**src/rtl/inst_prefetch_queue.sv**
```systemverilog
// Instruction prefetch queue: issues sequential fetches to a variable-latency memory,
// buffers in-order responses and presents one instruction plus its PC per cycle to IF.
module inst_prefetch_queue #(
    parameter int          DEPTH    = 4,
    parameter logic [31:0] RESET_PC = 32'h0000_0000
) (
    input  logic        clk,
    input  logic        rst,
    input  logic        redirect_valid,
    input  logic [31:0] redirect_pc,
    input  logic        deq_ready,
    output logic        inst_valid,
    output logic [31:0] inst_out,
    output logic [31:0] inst_pc,
    output logic [31:0] inst_pc4,
    output logic        mem_req_valid,
    output logic [31:0] mem_req_addr,
    input  logic        mem_req_ready,
    input  logic        mem_rsp_valid,
    input  logic [31:0] mem_rsp_data
);
    localparam int          AW  = (DEPTH > 1) ? $clog2(DEPTH) : 1;
    localparam int          CW  = AW + 1;
    localparam logic [CW:0] CAP = (CW + 1)'(DEPTH);

    typedef enum logic [1:0] {FILL_RESET, FILL_RUN, FILL_DRAIN} fillState_t;

    fillState_t    fillState;
    logic [31:0]   fetchPc;
    logic [CW-1:0] count;
    logic [CW-1:0] outstanding;
    logic [CW-1:0] discard;
    logic [AW-1:0] rdPtr;
    logic [AW-1:0] wrPtr;
    logic [AW-1:0] tagRdPtr;
    logic [AW-1:0] tagWrPtr;
    logic [31:0]   dataMem [DEPTH];
    logic [31:0]   pcMem   [DEPTH];
    logic [31:0]   tagMem  [DEPTH];

    logic          reqFire;
    logic          rspKeep;
    logic          popHead;
    logic [CW:0]   inUse;
    logic [CW-1:0] outstandingNext;
    logic [CW-1:0] discardNext;

    // Capacity covers both queued words and requests whose words have not come back yet.
    assign inUse           = {1'b0, count} + {1'b0, outstanding};
    assign mem_req_valid   = (fillState != FILL_RESET) && (inUse < CAP) && !redirect_valid;
    assign mem_req_addr    = fetchPc;
    assign reqFire         = mem_req_valid && mem_req_ready;
    assign rspKeep         = mem_rsp_valid && (discard == '0) && !redirect_valid;
    assign popHead         = deq_ready && inst_valid && !redirect_valid;
    assign outstandingNext = outstanding + CW'(reqFire) - CW'(mem_rsp_valid);

    always_comb begin
        discardNext = discard;
        if (redirect_valid) begin
            discardNext = outstandingNext;
        end else if (mem_rsp_valid && (discard != '0)) begin
            discardNext = discard - CW'(1);
        end
    end

    // Head is read from registered storage only; empty queue shows zeros.
    assign inst_valid = (count != '0);
    assign inst_out   = inst_valid ? dataMem[rdPtr] : '0;
    assign inst_pc    = inst_valid ? pcMem[rdPtr] : '0;
    assign inst_pc4   = inst_pc + 32'd4;

    always_ff @(posedge clk) begin
        if (rst) begin
            fillState   <= FILL_RESET;
            fetchPc     <= RESET_PC;
            count       <= '0;
            outstanding <= '0;
            discard     <= '0;
            rdPtr       <= '0;
            wrPtr       <= '0;
            tagRdPtr    <= '0;
            tagWrPtr    <= '0;
        end else begin
            outstanding <= outstandingNext;
            discard     <= discardNext;
            if (reqFire) begin
                tagWrPtr <= tagWrPtr + AW'(1);
            end
            // Tags are popped for every response, including discarded ones, to stay aligned.
            if (mem_rsp_valid) begin
                tagRdPtr <= tagRdPtr + AW'(1);
            end
            if (redirect_valid) begin
                fetchPc <= redirect_pc;
                count   <= '0;
                rdPtr   <= wrPtr;
            end else begin
                if (reqFire) begin
                    fetchPc <= fetchPc + 32'd4;
                end
                if (rspKeep) begin
                    wrPtr <= wrPtr + AW'(1);
                end
                if (popHead) begin
                    rdPtr <= rdPtr + AW'(1);
                end
                count <= count + CW'(rspKeep) - CW'(popHead);
            end
            case (fillState)
                FILL_RESET: fillState <= FILL_RUN;
                FILL_RUN,
                FILL_DRAIN: fillState <= (discardNext != '0) ? FILL_DRAIN : FILL_RUN;
                default:    fillState <= FILL_RUN;
            endcase
        end
    end

    always_ff @(posedge clk) begin
        if (reqFire) begin
            tagMem[tagWrPtr] <= fetchPc;
        end
        if (rspKeep) begin
            dataMem[wrPtr] <= mem_rsp_data;
            pcMem[wrPtr]   <= tagMem[tagRdPtr];
        end
    end

    always_ff @(posedge clk) begin
        if (!rst) begin
            assert (!(mem_rsp_valid && (outstanding == '0)));
            assert (inUse <= CAP);
        end
    end
endmodule

```
**config.mk**
```make
export PLATFORM = sky130hd
export DESIGN_NAME = inst_prefetch_queue
export DESIGN_NICKNAME = d
export VERILOG_FILES = /design/src/rtl/inst_prefetch_queue.sv
export SDC_FILE = /design/constraint.sdc
export NUM_CORES = 1
export LEC_CHECK = 0
export CORE_ASPECT_RATIO = 1.5
export CORE_MARGIN = 3
export CORE_UTILIZATION = 36
export CTS_BUF_LIST = sky130_fd_sc_hd__clkbuf_2
export DETAILED_ROUTE_END_ITERATION = 16
export HOLD_SLACK_MARGIN = 0.1
export SETUP_SLACK_MARGIN = 0.02
export SLEW_MARGIN = 20
export SYNTH_ARGS = -nofsm -noshare
export SYNTH_HDL_FRONTEND = slang
export SYNTH_SLANG_ARGS = --single-unit
```
**constraint.sdc**
```tcl
create_clock -name clk -period 4.2 [get_ports clk]
set_input_delay 0.84 -clock clk [delete_from_list [all_inputs] [get_ports clk]]
set_output_delay 0.84 -clock clk [all_outputs]
set_load 0.01 [all_outputs]
```
==> results by group, run 1 <==
Logic synthesis
  – Area share of the largest cell type after synthesis: 0.638
  – Synthesized cell area: between 15000 and 20000 µm²
  – Commonest cells post-synth: 384 x edfxtp_1, 93 x mux4_2, 70 x and2_1
  – Top-count cell post-synth: edfxtp_1
  – Synth area leader: edfxtp_1
  – Cells after synthesis: between 1000 and 1500
  – Post-synth EDFFs: 384
  – Post-Syn Area per Cell: 17.1 µm²
  – Post-synthesis cell type count: 56
  – Mapped Nets: 1148
  – Register bit total from synthesis: 439
  – YS warnings: 0
  – Async set-reset flop share out of synthesis: 0
  – Top cells by area, synth: edfxtp_1 64%, mux4_2 12%, dfxtp_1 6.1%, and2_1 2.4%, ha_1 1.3%
  – Commonest register cell after synthesis: edfxtp_1
  – Seq/Total Area, Yosys: 0.699

Routing
  – DR pass1 iterations: 6
  – DRC viols: 0
  – Avg WL per Cell: 19.9 µm
  – Iteration-0 DRC Markers: 573
  – Final WL: 42.2 mm
  – Routed Antenna Nets: 0
  – Routed vias: 10467
  – Routed via count divided by cell count: 4.93

Worst hold path
  – Min-delay worst type: in2reg
  – WHS Path Cells: 3
  – Hold_sp: redirect_pc[20]
  – WHS Endpoint: mem_req_addr[20]

Clock network
  – # clock sinks: 439
  – H-tree lvl count: 3
  – Num CTS Buffers: 106
  – CTS tree: done
  – Clock-pin transition on the worst setup and hold timing paths: about 0.1 ns
  – Root Driver: clkbuf_2
  – Clk_lat worst skew: 1.01 ns
  – CTS max path bufs: 3
  – Cts hold-fix bufs: 0

Finish
  – Layout Cells excl Fill: 2124
  – Final Cell Area: 22600 µm²
  – P&R area growth vs syn: 25.0%
  – Area of the multi-input gates: 5360 µm²
  – Register area: 12600 µm²
  – Filler instances: 4363
  – Share of cells above drive strength 1: 0.294
  – Final nets: 1475

Worst setup path
  – Worst-path fanout max: 8
  – Reg2reg end: fillState[1]
  – WP data required: about 3.4 ns
  – FF-to-FF Start: count[2]
  – Slowest-stage cell, CP: mux4_2
  – FF-to-FF setup slack: 1.10 ns
  – CP delay by family, top: simple AND/OR/NAND/NOR gates
  – Reg2Reg Depth: 11
  – Critical Path AT: 3.26 ns
  – Crit path buf inv count: 3
  – CP Launch Type: flop
  – Crit Path Class: reg2out
  – CP cell instances: clkbuf_16 > mux4_2 > nor3_4 > buf_6 > nand3_4 > nor4_4 > xnor2_1 > buf_2
  – CP Capture Type: output port
  – Crit path largest cell delay: 0.56 ns

STA
  – Skew final: 0.0988 ns
  – Setup violators final: 0
  – Tmin final: 4.10 ns
  – Fin. Hold Viols: 0
  – Setup_tns: 0 ns
  – RSZ-0062 raised after global routing: true
  – Final period utilization: 0.977
  – Slew @ Worst Pin: 1.05 ns
  – Slew Viols, Final: 0
  – Relative slew slack: 0.298
  – Fmax: roughly 240 MHz

GRT
  – Total Routing Usage GR: 0.160
  – Initial antenna violation count: 1
  – Grt total ovfl: 0
  – Pin count of the biggest net entering global routing: 54
  – First-pass GRT wire length: 64.9 mm
  – Vias in the first global route: around 11000

Power
  – VDD IR max: 0.000187 V
  – Power Total: 9.22 mW
  – Pleak: 7.91 nW
  – PwrDens: 409 nW/µm²

Floorplan
  – Die area: 52900 µm²
  – Core box area: slightly below 50000 µm²
  – Chip width: between 150 and 200 µm
  – I/O Pins: 200
  – Starting Density: 0.367
  – Die Span Y: 280 µm
  – Row count: 99

Status
  – Status: completed

Placed design
  – Placed Instance Area: 20900 µm²
  – I/O Buffers: 199
  – RD Place Congestion: 0.780
  – Placed Instances: 1892
  – Detailed placement HPWL: 27.0 mm

Job
  – Max Cap Violations: 0
## worst register-to-register path: stages, from the launching register on
cell and delay [ns]:
dfxtp_1 0.41, ha_1 0.26, nor4_1 0.27, and4_1 0.27, inv_2 0.04, ha_1 0.26
inv_1 0.04, ha_1 0.18, fa_1 0.46, mux2_2 0.28, or3_1 0.40, and3b_1 0.17
## final cells by class
class / count / share of cell area
clock buffers: 154 / 0.0342
well taps: 656 / 0.0364
repair buffers: 272 / 0.118
inverters: 31 / 0.00516
diodes: 1 / 0.000111
clock inverters: 37 / 0.00848
multi-input cells: 534 / 0.237
flip-flops and latches: 439 / 0.560
## cells in the final DEF (no fill, tap or decap), types with 10 or more instances in the layout
master           synthesis  routed
a21oi_1                 33      33
a31oi_1                 10      10
and2_1                  70      63
buf_2                    7      21
buf_4                    6      52
clkbuf_2                 0     156
clkdlybuf4s50_1          0     158
clkinv_1                 0      24
dfxtp_1                 55      51
dlygate4sd2_1            0      17
edfxtp_1               384     384
ha_1                    19      18
inv_1                   30      27
mux4_2                  93      98
nand2_1                 58      50
nand3_1                 22      18
nor2_1                  49      43
nor3_1                  17      13
o21ai_0                 24      24
xnor2_1                 22      21
xor2_1                  19      15
## registers in the layout, indices dropped and copies added, names as in the netlist, named ones only
name	count
dataMem	128
mem_req_addr	32
tagWrPtr	2
pcMem	128
wrPtr	2
rdPtr	2
count	3
outstanding	3
tagMem	128
discard	3
tagRdPtr	2
fillState	2
## report_power, final
| group | internal, mW | switching, mW |
|---|---|---|
| Clock | 1.06 | 1.66 |
| Sequential | 5.02 | 0.126 |
| Combinational | 0.661 | 0.699 |
| Total | 6.73 | 2.49 |
## cell families after synthesis
group | share of synthesized area
XOR/XNOR | 0.0199
multiplexers | 0.130
buffers and inverters | 0.0211
adder cells (fa/ha/maj) | 0.0154
flip-flops | 0.699
AO/OA/AOI/OAI | 0.0283
AND/OR/NAND/NOR | 0.0860
## what timing repair did
action	in CTS	in global routing
pin swaps	18	11
setup endpoints to repair	48	21
cloned	3	1
setup buffers	23	14
resized for setup	169	26
## layer usage
metal / share of wire / track usage / vias to the layer above / wire length [µm]
met1: 0.39 / 0.187 / 5234 / 16600
met5: 0 / 0 / - / 0
met2: 0.53 / 0.288 / 322 / 22400
li1: - / - / 4840 / -
met3: 0.050 / 0.0320 / 71 / 2110
met4: 0.026 / 0.0661 / 0 / 1100
## stage by stage
step / hold slack [ns] / utilization / worst slack [ns]
CTS: 0.230 / 0.456 / -0.133
finish: 0.398 / 0.459 / 0.0959
global route: 0.305 / 0.459 / -0.101
floorplan: 0.469 / - / 0.370
detailed placement: 0.498 / 0.426 / 0.316
global placement: 0.480 / 0.426 / 0.333
## how the worst max path moves through the flow
| stage | slack (ns) | endpoint | from | cells after the start |
|---|---|---|---|---|
| floorplan | 0.37 | dataMem[1][0] | redirect_valid | 3 |
| global placement | 0.33 | inst_pc4[22] | flop | 8 |
| detailed placement | 0.32 | inst_pc4[27] | flop | 9 |
| CTS | -0.13 | inst_pc4[9] | flop | 9 |
| global route | -0.10 | inst_pc4[14] | flop | 10 |
| finish | 0.1 | inst_pc4[22] | flop | 8 |
Note: power is estimated with default switching activity, not from simulation.
==> run 2: changes to the inputs <==
Settings changed: ABC_AREA set to 1.
==> results by group, run 2 <==
Clock network
  – H-tree lvl count: 3 (unchanged)
  – CTS max path bufs: 3 (unchanged)
  – CTS tree: done (unchanged)
  – Root Driver: clkbuf_2 (unchanged)
  – # clock sinks: 439 (unchanged)
  – Clk_lat worst skew: 1.09 ns (was 1.01 ns)
  – Num CTS Buffers: 102 (was 106)
  – Clock-pin transition on the worst setup and hold timing paths: 0.13 ns (was 0.10 ns)

Floorplan
  – Die area: 56700 µm² (was 52900 µm²)
  – Row count: 103 (was 99)
  – Starting Density: 0.366 (was 0.367)
  – Die Span Y: 290 µm (was 280 µm)
  – Core box area: 53000 µm² (was 49200 µm²)
  – Chip width: 195 µm (was 189 µm)
  – I/O Pins: 200 (unchanged)

Logic synthesis
  – Async set-reset flop share out of synthesis: 0 (unchanged)
  – Top cells by area, synth: edfxtp_1 59%, nand2_1 8.1%, nor2_1 6.7%, dfxtp_1 5.7%, o21ai_0 4.3% (was edfxtp_1 64%, mux4_2 12%, dfxtp_1 6.1%, and2_1 2.4%, ha_1 1.3%)
  – Commonest cells post-synth: 416 x nand2_1, 384 x edfxtp_1, 346 x nor2_1 (was 384 x edfxtp_1, 93 x mux4_2, 70 x and2_1)
  – Top-count cell post-synth: nand2_1 (was edfxtp_1)
  – Register bit total from synthesis: 439 (unchanged)
  – Mapped Nets: 2031 (was 1148)
  – Synthesized cell area: 19400 µm² (was 18100 µm²)
  – Post-synthesis cell type count: 33 (was 56)
  – Post-Syn Area per Cell: 9.99 µm² (was 17.1 µm²)
  – Seq/Total Area, Yosys: 0.652 (was 0.699)
  – Synth area leader: edfxtp_1 (unchanged)
  – YS warnings: 0 (unchanged)
  – Post-synth EDFFs: 384 (unchanged)
  – Commonest register cell after synthesis: edfxtp_1 (unchanged)
  – Cells after synthesis: 1940 (was 1057)
  – Area share of the largest cell type after synthesis: 0.595 (was 0.638)

STA
  – Fmax: 242 MHz (was 244 MHz)
  – Slew Viols, Final: 0 (unchanged)
  – RSZ-0062 raised after global routing: true (unchanged)
  – Tmin final: 4.13 ns (was 4.10 ns)
  – Setup violators final: 0 (unchanged)
  – Fin. Hold Viols: 0 (unchanged)
  – Slew @ Worst Pin: 0.837 ns (was 1.05 ns)
  – Final period utilization: 0.982 (was 0.977)
  – Relative slew slack: 0.439 (was 0.298)
  – Skew final: 0.0940 ns (was 0.0988 ns)

Worst setup path
  – FF-to-FF Start: count[2] (unchanged)
  – FF-to-FF setup slack: 1.46 ns (was 1.10 ns)
  – Worst-path fanout max: 7 (was 8)
  – Crit Path Class: reg2out (unchanged)
  – Reg2Reg Depth: 11 (unchanged)
  – WP data required: 3.36 ns (about the same)
  – CP Capture Type: output port (unchanged)
  – Reg2reg end: mem_req_addr[15] (was fillState[1])
  – CP Launch Type: flop (unchanged)
  – Critical Path AT: 3.29 ns (was 3.26 ns)

Routing
  – Avg WL per Cell: 18.4 µm (was 19.9 µm)
  – Routed via count divided by cell count: 4.97 (was 4.93)
  – Routed Antenna Nets: 0 (unchanged)
  – DRC viols: 0 (unchanged)
  – DR pass1 iterations: 5 (was 6)
  – Routed vias: 15028 (was 10467)
  – Final WL: 55.7 mm (was 42.2 mm)
  – Iteration-0 DRC Markers: 788 (was 573)

Placed design
  – Placed Instances: 2776 (was 1892)
  – I/O Buffers: 199 (unchanged)
  – Placed Instance Area: 22400 µm² (was 20900 µm²)
  – RD Place Congestion: 0.912 (was 0.780)
  – Detailed placement HPWL: 35.9 mm (was 27.0 mm)

Power
  – Pleak: 9.27 nW (was 7.91 nW)
  – PwrDens: 397 nW/µm² (was 409 nW/µm²)
  – VDD IR max: 0.000192 V (was 0.000187 V)

Job
  – Max Cap Violations: 0 (unchanged)

GRT
  – Vias in the first global route: 14450 (was 11276)
  – Total Routing Usage GR: 0.186 (was 0.160)
  – First-pass GRT wire length: 82.3 mm (was 64.9 mm)
  – Grt total ovfl: 0 (unchanged)
  – Initial antenna violation count: 2 (was 1)
  – Pin count of the biggest net entering global routing: 65 (was 54)

Worst hold path
  – WHS Endpoint: dataMem[3][27] (was mem_req_addr[20])
  – WHS Path Cells: 1 (was 3)
  – Min-delay worst type: in2reg (unchanged)
  – Hold_sp: mem_rsp_data[27] (was redirect_pc[20])

Finish
  – Final nets: 2344 (was 1475)
  – Layout Cells excl Fill: 3026 (was 2124)
  – Final Cell Area: 24500 µm² (was 22600 µm²)
  – Filler instances: 4916 (was 4363)
  – Most frequent cells in the layout: 384 x edfxtp_1, 376 x nand2_1, 305 x nor2_1 (was 384 x edfxtp_1, 158 x clkdlybuf4s50_1, 156 x clkbuf_2)
  – P&R area growth vs syn: 26.3% (was 25.0%)
  – Share of cells above drive strength 1: 0.175 (was 0.294)
  – Utilization after layout: 0.462 (was 0.459)
  – Leading cell type in the layout, fill and taps excluded: edfxtp_1 (unchanged)
  – Largest regs: dataMem x128, pcMem x128, tagMem x128 (unchanged)

Status
  – Status: completed (unchanged)
## run 2: cell count changes in the layout (fill, tap and decap cells not counted), moves of 62 or more
cell     previous run  this run
inv_1              27       140
nor2_1             43       305
mux4_2             98         0
nand3_1            18       102
o21ai_0            24       166
and2_1             63         1
nand2_1            50       376
## run 2: through the flow
stage	hold WS [ns]	TNS [ns]	setup WS, ns	power, mW
3_3_place_gp	0.460	0	0.662	6.82
2_1_floorplan	0.444	-70.62	-0.276	6.16
4_1_cts	0.215	-0.505	-0.150	9.73
3_5_place_dp	0.462	0	0.620	6.86
5_1_grt	0.254	-1.10	-0.147	10.2
6_report	0.379	0	0.0741	9.71
## run 2: metal layers
layer | global-route usage | part of all wire
met1 | 0.224 | 0.40
met2 | 0.324 | 0.50
met3 | 0.0386 | 0.063
met4 | 0.0783 | 0.032
met5 | 0 | 0
## run 2: kinds of logic after synthesis
group | share of synthesized area
compound gates | 0.0756
xor+xnor | 0.0126
fa+ha+maj | 0.0143
buf+inv | 0.0508
flops | 0.652
simple gates | 0.195
## run 2: how the worst max path moves through the flow
stage                        start          endpoint  slack, ns  depth (start not counted)
finish                        flop      inst_pc4[18]       0.07                         17
global route                  flop      inst_pc4[18]      -0.15                         17
CTS                           flop      inst_pc4[29]      -0.15                         13
detailed placement  redirect_valid          count[2]       0.62                         12
global placement    redirect_valid  mem_req_addr[11]       0.66                         12
floorplan           redirect_valid     dataMem[0][0]      -0.28                          4
## run 2: what timing repair did
action,in CTS,in global routing
endpoints found under the setup margin,31,27
pin swaps,14,37
buffers inserted,16,30
hold buffers,0,0
hold endpoints to repair,0,0
resized for setup,120,106
cloned,4,5
## run 2: worst max-delay path, cell delays in order (launching register included)
cell       delay (ns)
dfxtp_4          0.44
clkbuf_16        0.18
nand2_1          0.06
nand3_1          0.09
nand2_2          0.09
nand2_2          0.06
inv_2            0.09
ha_4             0.15
nand2_2          0.07
nor2_4           0.16
buf_6            0.11
buf_6            0.09
inv_4            0.04
nor2_4           0.16
buf_6            0.12
nand2_2          0.04
xor2_1           0.15
buf_2            0.15
## run 2: area by class of cell
class                           instances  area [µm²]  area share
Timing Repair inverter                  1        11.3    0.000460
Tap cell                              682         853      0.0349
Antenna cell                            2        5.00    0.000204
Sequential cell                       439       12600       0.516
Inverter                              153         589      0.0241
Clock buffer                          150         751      0.0307
Timing Repair Buffer                  295        3110       0.127
Multi-Input combinational cell       1261        6270       0.256
Clock inverter                         43         248      0.0101
## run 2: where the power goes
group,switching [mW],total (mW),internal [mW]
registers,0.139,5.19,5.05
clock network,1.67,2.78,1.10
logic,1.09,1.74,0.656
total,2.90,9.71,6.81
